<file path="src/rtl/ysyx_22050612_seq_ctrl_if.sv">
// Fetch and data-memory handshake bundle between the sequencer (master) and the memory side.
interface ysyx_22050612_seq_ctrl_if;
    logic        ifetch_valid;
    logic        ifetch_ready;
    logic        inst_valid;
    logic [31:0] inst;
    logic        mem_valid;
    logic        mem_ready;

    modport master (
        output ifetch_valid,
        output mem_valid,
        input  ifetch_ready,
        input  inst_valid,
        input  inst,
        input  mem_ready
    );

    modport slave (
        input  ifetch_valid,
        input  mem_valid,
        output ifetch_ready,
        output inst_valid,
        output inst,
        output mem_ready
    );
endinterface

</file>
<file path="src/rtl/ysyx_22050612_seq_ctrl.sv">
// Multi-cycle sequencer: owns the PC, steps each instruction through fetch/exec/mem/writeback,
// opens the GPR write gate once per retired instruction and halts on ebreak, bad dnpc or timeout.
module ysyx_22050612_seq_ctrl #(
    parameter logic [63:0] PC_RESET = 64'h0000_0000_8000_0000,
    parameter int unsigned TIMEOUT  = 16
) (
    input  logic                     clk,
    input  logic                     rst_n,
    ysyx_22050612_seq_ctrl_if.master bus,
    output logic [31:0]              inst_r,
    input  logic                     is_load,
    input  logic                     is_store,
    input  logic                     is_ebreak,
    input  logic [63:0]              dnpc,
    output logic [63:0]              pc,
    output logic                     gpr_wen_gate,
    output logic                     halt,
    output logic                     halt_err,
    output logic [63:0]              instret
);

    localparam int unsigned     CntW     = (TIMEOUT == 0) ? 1 : $clog2(TIMEOUT + 1);
    localparam logic [CntW-1:0] CntLimit = CntW'(TIMEOUT);

    typedef enum logic [2:0] {
        StFetchReq  = 3'd0,
        StFetchWait = 3'd1,
        StExec      = 3'd2,
        StMem       = 3'd3,
        StWb        = 3'd4,
        StHalt      = 3'd5
    } state_e;

    state_e          state_q, state_d;
    logic [CntW-1:0] cnt_q, cnt_d, cnt_inc;
    logic [31:0]     inst_q, inst_d;
    logic [63:0]     pc_q, pc_d;
    logic [63:0]     instret_q, instret_d;
    logic            err_q, err_d;
    logic            timeout_hit;

    // Saturating wait counter; the limit compare is disabled entirely when TIMEOUT is zero.
    assign cnt_inc     = (cnt_q == {CntW{1'b1}}) ? cnt_q : cnt_q + CntW'(1);
    assign timeout_hit = (TIMEOUT != 0) && (cnt_inc == CntLimit);

    always_ff @(posedge clk or negedge rst_n) begin
        if (!rst_n) begin
            state_q   <= StFetchReq;
            cnt_q     <= '0;
            inst_q    <= '0;
            pc_q      <= PC_RESET;
            instret_q <= '0;
            err_q     <= 1'b0;
        end else begin
            state_q   <= state_d;
            cnt_q     <= cnt_d;
            inst_q    <= inst_d;
            pc_q      <= pc_d;
            instret_q <= instret_d;
            err_q     <= err_d;
        end
    end

    always_comb begin
        state_d   = state_q;
        cnt_d     = cnt_q;
        inst_d    = inst_q;
        pc_d      = pc_q;
        instret_d = instret_q;
        err_d     = err_q;
        unique case (state_q)
            StFetchReq: begin
                if (bus.ifetch_ready) begin
                    state_d = StFetchWait;
                    cnt_d   = '0;
                end
            end
            StFetchWait: begin
                if (bus.inst_valid) begin
                    inst_d  = bus.inst;
                    state_d = StExec;
                end else begin
                    cnt_d = cnt_inc;
                    if (timeout_hit) begin
                        state_d = StHalt;
                        err_d   = 1'b1;
                    end
                end
            end
            StExec: begin
                // ebreak outranks a misaligned target; neither commits anything.
                if (is_ebreak) begin
                    state_d = StHalt;
                    err_d   = 1'b0;
                end else if (dnpc[1:0] != 2'b00) begin
                    state_d = StHalt;
                    err_d   = 1'b1;
                end else if (is_load || is_store) begin
                    state_d = StMem;
                    cnt_d   = '0;
                end else begin
                    state_d = StWb;
                end
            end
            StMem: begin
                if (bus.mem_ready) begin
                    state_d = StWb;
                end else begin
                    cnt_d = cnt_inc;
                    if (timeout_hit) begin
                        state_d = StHalt;
                        err_d   = 1'b1;
                    end
                end
            end
            StWb: begin
                pc_d      = dnpc;
                instret_d = instret_q + 64'd1;
                state_d   = StFetchReq;
            end
            StHalt: begin
                state_d = StHalt;
            end
            default: begin
                state_d = StFetchReq;
            end
        endcase
    end

    // Request and gate outputs are forced low for as long as reset is held.
    always_comb begin
        bus.ifetch_valid = 1'b0;
        bus.mem_valid    = 1'b0;
        gpr_wen_gate     = 1'b0;
        halt             = 1'b0;
        if (rst_n) begin
            case (state_q)
                StFetchReq: bus.ifetch_valid = 1'b1;
                StMem:      bus.mem_valid    = 1'b1;
                StWb:       gpr_wen_gate     = 1'b1;
                StHalt:     halt             = 1'b1;
                default:    ;
            endcase
        end
    end

    assign inst_r   = inst_q;
    assign pc       = pc_q;
    assign instret  = instret_q;
    assign halt_err = err_q;

    a_one_phase: assert property (@(posedge clk) disable iff (!rst_n)
        $onehot0({bus.ifetch_valid, bus.mem_valid, gpr_wen_gate, halt}));
    a_halt_sticky: assert property (@(posedge clk) disable iff (!rst_n) halt |=> halt);
    a_retire_gated: assert property (@(posedge clk) disable iff (!rst_n)
        !gpr_wen_gate |=> $stable(instret));

endmodule

</file>
<file path="src/flat_wrapper.sv">
// flat-port wrapper written by rule: the top's interface ports become plain ports
module ysyx_22050612_seq_ctrl_flat 
#(
    parameter logic [63:0] PC_RESET = 64'h0000_0000_8000_0000,
    parameter int unsigned TIMEOUT  = 16
)
  (clk, rst_n, inst_r, is_load, is_store, is_ebreak, dnpc, pc, gpr_wen_gate, halt, halt_err, instret, bus_ifetch_valid, bus_mem_valid, bus_ifetch_ready, bus_inst_valid, bus_inst, bus_mem_ready);
  ysyx_22050612_seq_ctrl_if bus_i ();
  input  logic clk;
  input  logic rst_n;
  output logic [31:0] inst_r;
  input  logic is_load;
  input  logic is_store;
  input  logic is_ebreak;
  input  logic [63:0] dnpc;
  output logic [63:0] pc;
  output logic gpr_wen_gate;
  output logic halt;
  output logic halt_err;
  output logic [63:0] instret;
  output wire logic [$bits(bus_i.ifetch_valid)-1:0] bus_ifetch_valid;
  output wire logic [$bits(bus_i.mem_valid)-1:0] bus_mem_valid;
  input wire logic [$bits(bus_i.ifetch_ready)-1:0] bus_ifetch_ready;
  input wire logic [$bits(bus_i.inst_valid)-1:0] bus_inst_valid;
  input wire logic [$bits(bus_i.inst)-1:0] bus_inst;
  input wire logic [$bits(bus_i.mem_ready)-1:0] bus_mem_ready;
  assign bus_ifetch_valid = bus_i.ifetch_valid;
  assign bus_mem_valid = bus_i.mem_valid;
  assign bus_i.ifetch_ready = bus_ifetch_ready;
  assign bus_i.inst_valid = bus_inst_valid;
  assign bus_i.inst = bus_inst;
  assign bus_i.mem_ready = bus_mem_ready;
  ysyx_22050612_seq_ctrl #(.PC_RESET(PC_RESET), .TIMEOUT(TIMEOUT)) u_core (.clk(clk), .rst_n(rst_n), .bus(bus_i), .inst_r(inst_r), .is_load(is_load), .is_store(is_store), .is_ebreak(is_ebreak), .dnpc(dnpc), .pc(pc), .gpr_wen_gate(gpr_wen_gate), .halt(halt), .halt_err(halt_err), .instret(instret));
endmodule
</file>
<file path="config.mk">
export PLATFORM = sky130hd
export DESIGN_NAME = ysyx_22050612_seq_ctrl_flat
export DESIGN_NICKNAME = d
export VERILOG_FILES = /design/src/rtl/ysyx_22050612_seq_ctrl_if.sv /design/src/rtl/ysyx_22050612_seq_ctrl.sv /design/src/flat_wrapper.sv
export SDC_FILE = /design/constraint.sdc
export NUM_CORES = 1
export LEC_CHECK = 0
export CORE_UTILIZATION = 40
export CTS_CLUSTER_SIZE = 16
export DETAILED_ROUTE_END_ITERATION = 16
export PLACE_DENSITY = 0.74
export SETUP_SLACK_MARGIN = 0.4
export SKIP_LAST_GASP = 1
export SYNTH_ARGS = -nofsm -noshare
export SYNTH_HDL_FRONTEND = slang
export SYNTH_SLANG_ARGS = --single-unit
</file>
<file path="constraint.sdc">
create_clock -name clk -period 3.7 [get_ports clk]
set_input_delay 0.37 -clock clk [delete_from_list [all_inputs] [get_ports clk]]
set_output_delay 0.37 -clock clk [all_outputs]
set_load 0.1 [all_outputs]
</file>
==> flow_summary.toml <==
[die]
num_rows = 48
dieArea_um2 = 18500
die_h_um = 136
start_util = 0.414
io_pins = 269
chipWidth_um = 136
core_area_um2 = 17400

[setup_path]
cp.arrival_ns = 3.06
crit_start = "u_core.state_q[0]"
r2r-start = "u_core.state_q[0]"
worstSetupPathType = "flop to flop"
endpoint_kind = "flop"
start_kind = "flop"
cp_max_fo = 14
crit_required_ns = 4.04

[sta]
whs_ns = 0.456
finalHoldViolCount = 0
fin_crit_sh = 0.734
drv_slew = 0
layout_min_cycle_time_ns = 2.72
skew_ns = 0.0102
rsz0062_at_grt = "false"
maxClockFrequency_mhz = 368
relSlewSlack = 0.281
setup_tns_ns = 0
worst_slew_pin_slew_ns = 1.08
setup_viol = 0
setup_ws_ns = 0.983

[drt]
antenna_left = 0
via_per_inst = 5.09
vias = 5466
drtIter0Drc = 234
finalWirelength_mm = 18.2
post-route-drc-count = 0
wire_per_inst_um = 17.0
drt_first_pass_iters = 4

[synthesis]
ys_types = 46
yosys-top-cells-area = "dfrtp_1 (58%), mux2_2 (15%), xor2_1 (4.9%)"
avgSynthCellArea_um2 = 12.8
synth_async_sr_flop_share = 1.00
ys_seq_area_frac = 0.587
netlist_area_um2 = 7200
synth_top_area_frac = 0.584
synth_cells = 562
synth_seq_cells = 169
synthFlopType = "dfrtp_1"
syn_nets = 668
synth_edf_count = 0
yosysTopAreaCell = "dfrtp_1"
ys_warn_count = 0

[layout]
antenna_cells = 0
final_area_um2 = 10700
nFillCells = 1373
drive_gt1_frac = 0.188
nNetsFinal = 941
ff_latch_area_um2 = 4230
multiInputGateArea_um2 = 2850
syn_to_final_growth_pct = 49.0

[global_route]
grt_pass1_wl_mm = 28.7
gr-usage-all-layers = 0.201
grt_max_degree = 124
antenna_found_initial = 0
grt_pass1_vias = 5633
overflow = 0

[run_status]
status = "complete, no violations"

[place]
port_buffers = 268
globalplace.congestion = 0.842
pre_cts_ws_ns = 0.986
place_area_um2 = 10100
dp_hpwl_mm = 13.4

[hold_path]
min_path_type = "input pin to asynchronous set/reset pin"

[cts]
clk_pin_slew_ns = 0.06
root_buffer = "clkbuf_16"
numCtsBuffers = 17
cts_tree = "yes"
clk_latency_ns = 0.42
cts_sinks = 169
cts_htree_levels = 4
cts.path.max_buffers = 2

[run]
maxCapViolCount = 0
==> area by class of cell <==
type	count	share of cell area
Sequential cell	169	0.394
Clock inverter	13	0.0132
Multi-Input combinational cell	361	0.265
Inverter	12	0.00420
Timing Repair Buffer	274	0.255
Clock buffer	19	0.0422
Tap cell	225	0.0262
==> state kept, by name (all words and copies together), names as in the netlist <==
signal	count
u_core.instret	64
u_core.pc	64
u_core.inst_r	32
u_core.cnt_q	5
u_core.state_q	3
u_core.halt_err	1
==> cell usage after synthesis (4+ instances only) <==
cell        n
a21oi_1     8
and3_1      6
mux2_2     97
buf_2       5
dfrtp_1   168
o21ai_0     4
inv_1      12
nand2b_1    5
nor2_1     34
nor4_4      4
xnor2_1    23
nor3_2      4
nor4_1     11
nand4_1    21
nor3_1     11
clkbuf_1   12
xor2_1     40
nand2_1    38
and4_1      4
nand3_1    18
==> per-stage QoR <==
| step | utilization | cells |
|---|---|---|
| floorplan | - | 562 |
| global route | 0.616 | 1073 |
| detailed placement | 0.582 | 1040 |
| global placement | 0.582 | 1040 |
| CTS | 0.616 | 1073 |
| finish | 0.616 | 1073 |
==> final timing paths <==
check                                endpoint  slack [ns]  cells past startpoint
min in group clk           u_core.instret[62]        0.49                      1
max in group asynchronous       u_core.pc[34]        2.25                      3
max reg2reg                u_core.instret[56]        0.98                      5
min reg2reg                u_core.instret[62]        0.49                      1
min                         u_core.instret[8]        0.46                      2
max                        u_core.instret[56]        0.98                      5
==> layout by cell type, fill, tap and decap left out, drive strengths merged, types with 4 or more instances in the layout <==
cell,Yosys,routed
a21oi,8,8
and3,6,6
and4,4,4
buf,8,10
clkbuf,12,19
clkdlybuf4s50,0,263
clkinv,0,4
dfrtp,168,168
inv,12,16
mux2,97,97
nand2,38,38
nand2b,5,5
nand3,18,18
nand4,22,22
nor2,34,34
nor3,15,15
nor4,18,18
o21ai,4,4
xnor2,23,23
xor2,40,40
==> cells by family (layout without fill, tap and decap cells) <==
kind of cell	count (synthesis)	after routing	share of synthesized area
simple gates	172	172	0.137
xor+xnor	63	63	0.0766
flops	169	169	0.587
fa+ha+maj	2	2	0.00347
compound gates	27	27	0.0252
mux	97	97	0.152
buf+inv	32	318	0.0191
==> critical path: stages (launching register included) <==
cell and delay, ns:
dfrtp_1 0.53, or3b_4 0.46, nor4_4 0.49, nand4_2 0.55, nor4_1 0.43, xor2_1 0.17
==> layer usage <==
| layer | vias up | GRT usage | routed length, um |
|---|---|---|---|
| met1 | 2703 | 0.237 | 7180 |
| met3 | 24 | 0.0820 | 1560 |
| met4 | 0 | 0.0562 | 290 |
| met2 | 214 | 0.336 | 9190 |
| li1 | 2525 | - | - |
| met5 | - | 0 | 0 |
==> timing repair <==
item	4_1_cts	5_1_grt
buffers inserted	0	0
setup endpoints to repair	0	0
endpoints found under the hold margin	45	0
hold buffers	1	0
gates resized for setup	0	0
Power is left out: the tool's default activity adds up to more than one toggle a clock period on the data nets, which glitch-free logic cannot reach.
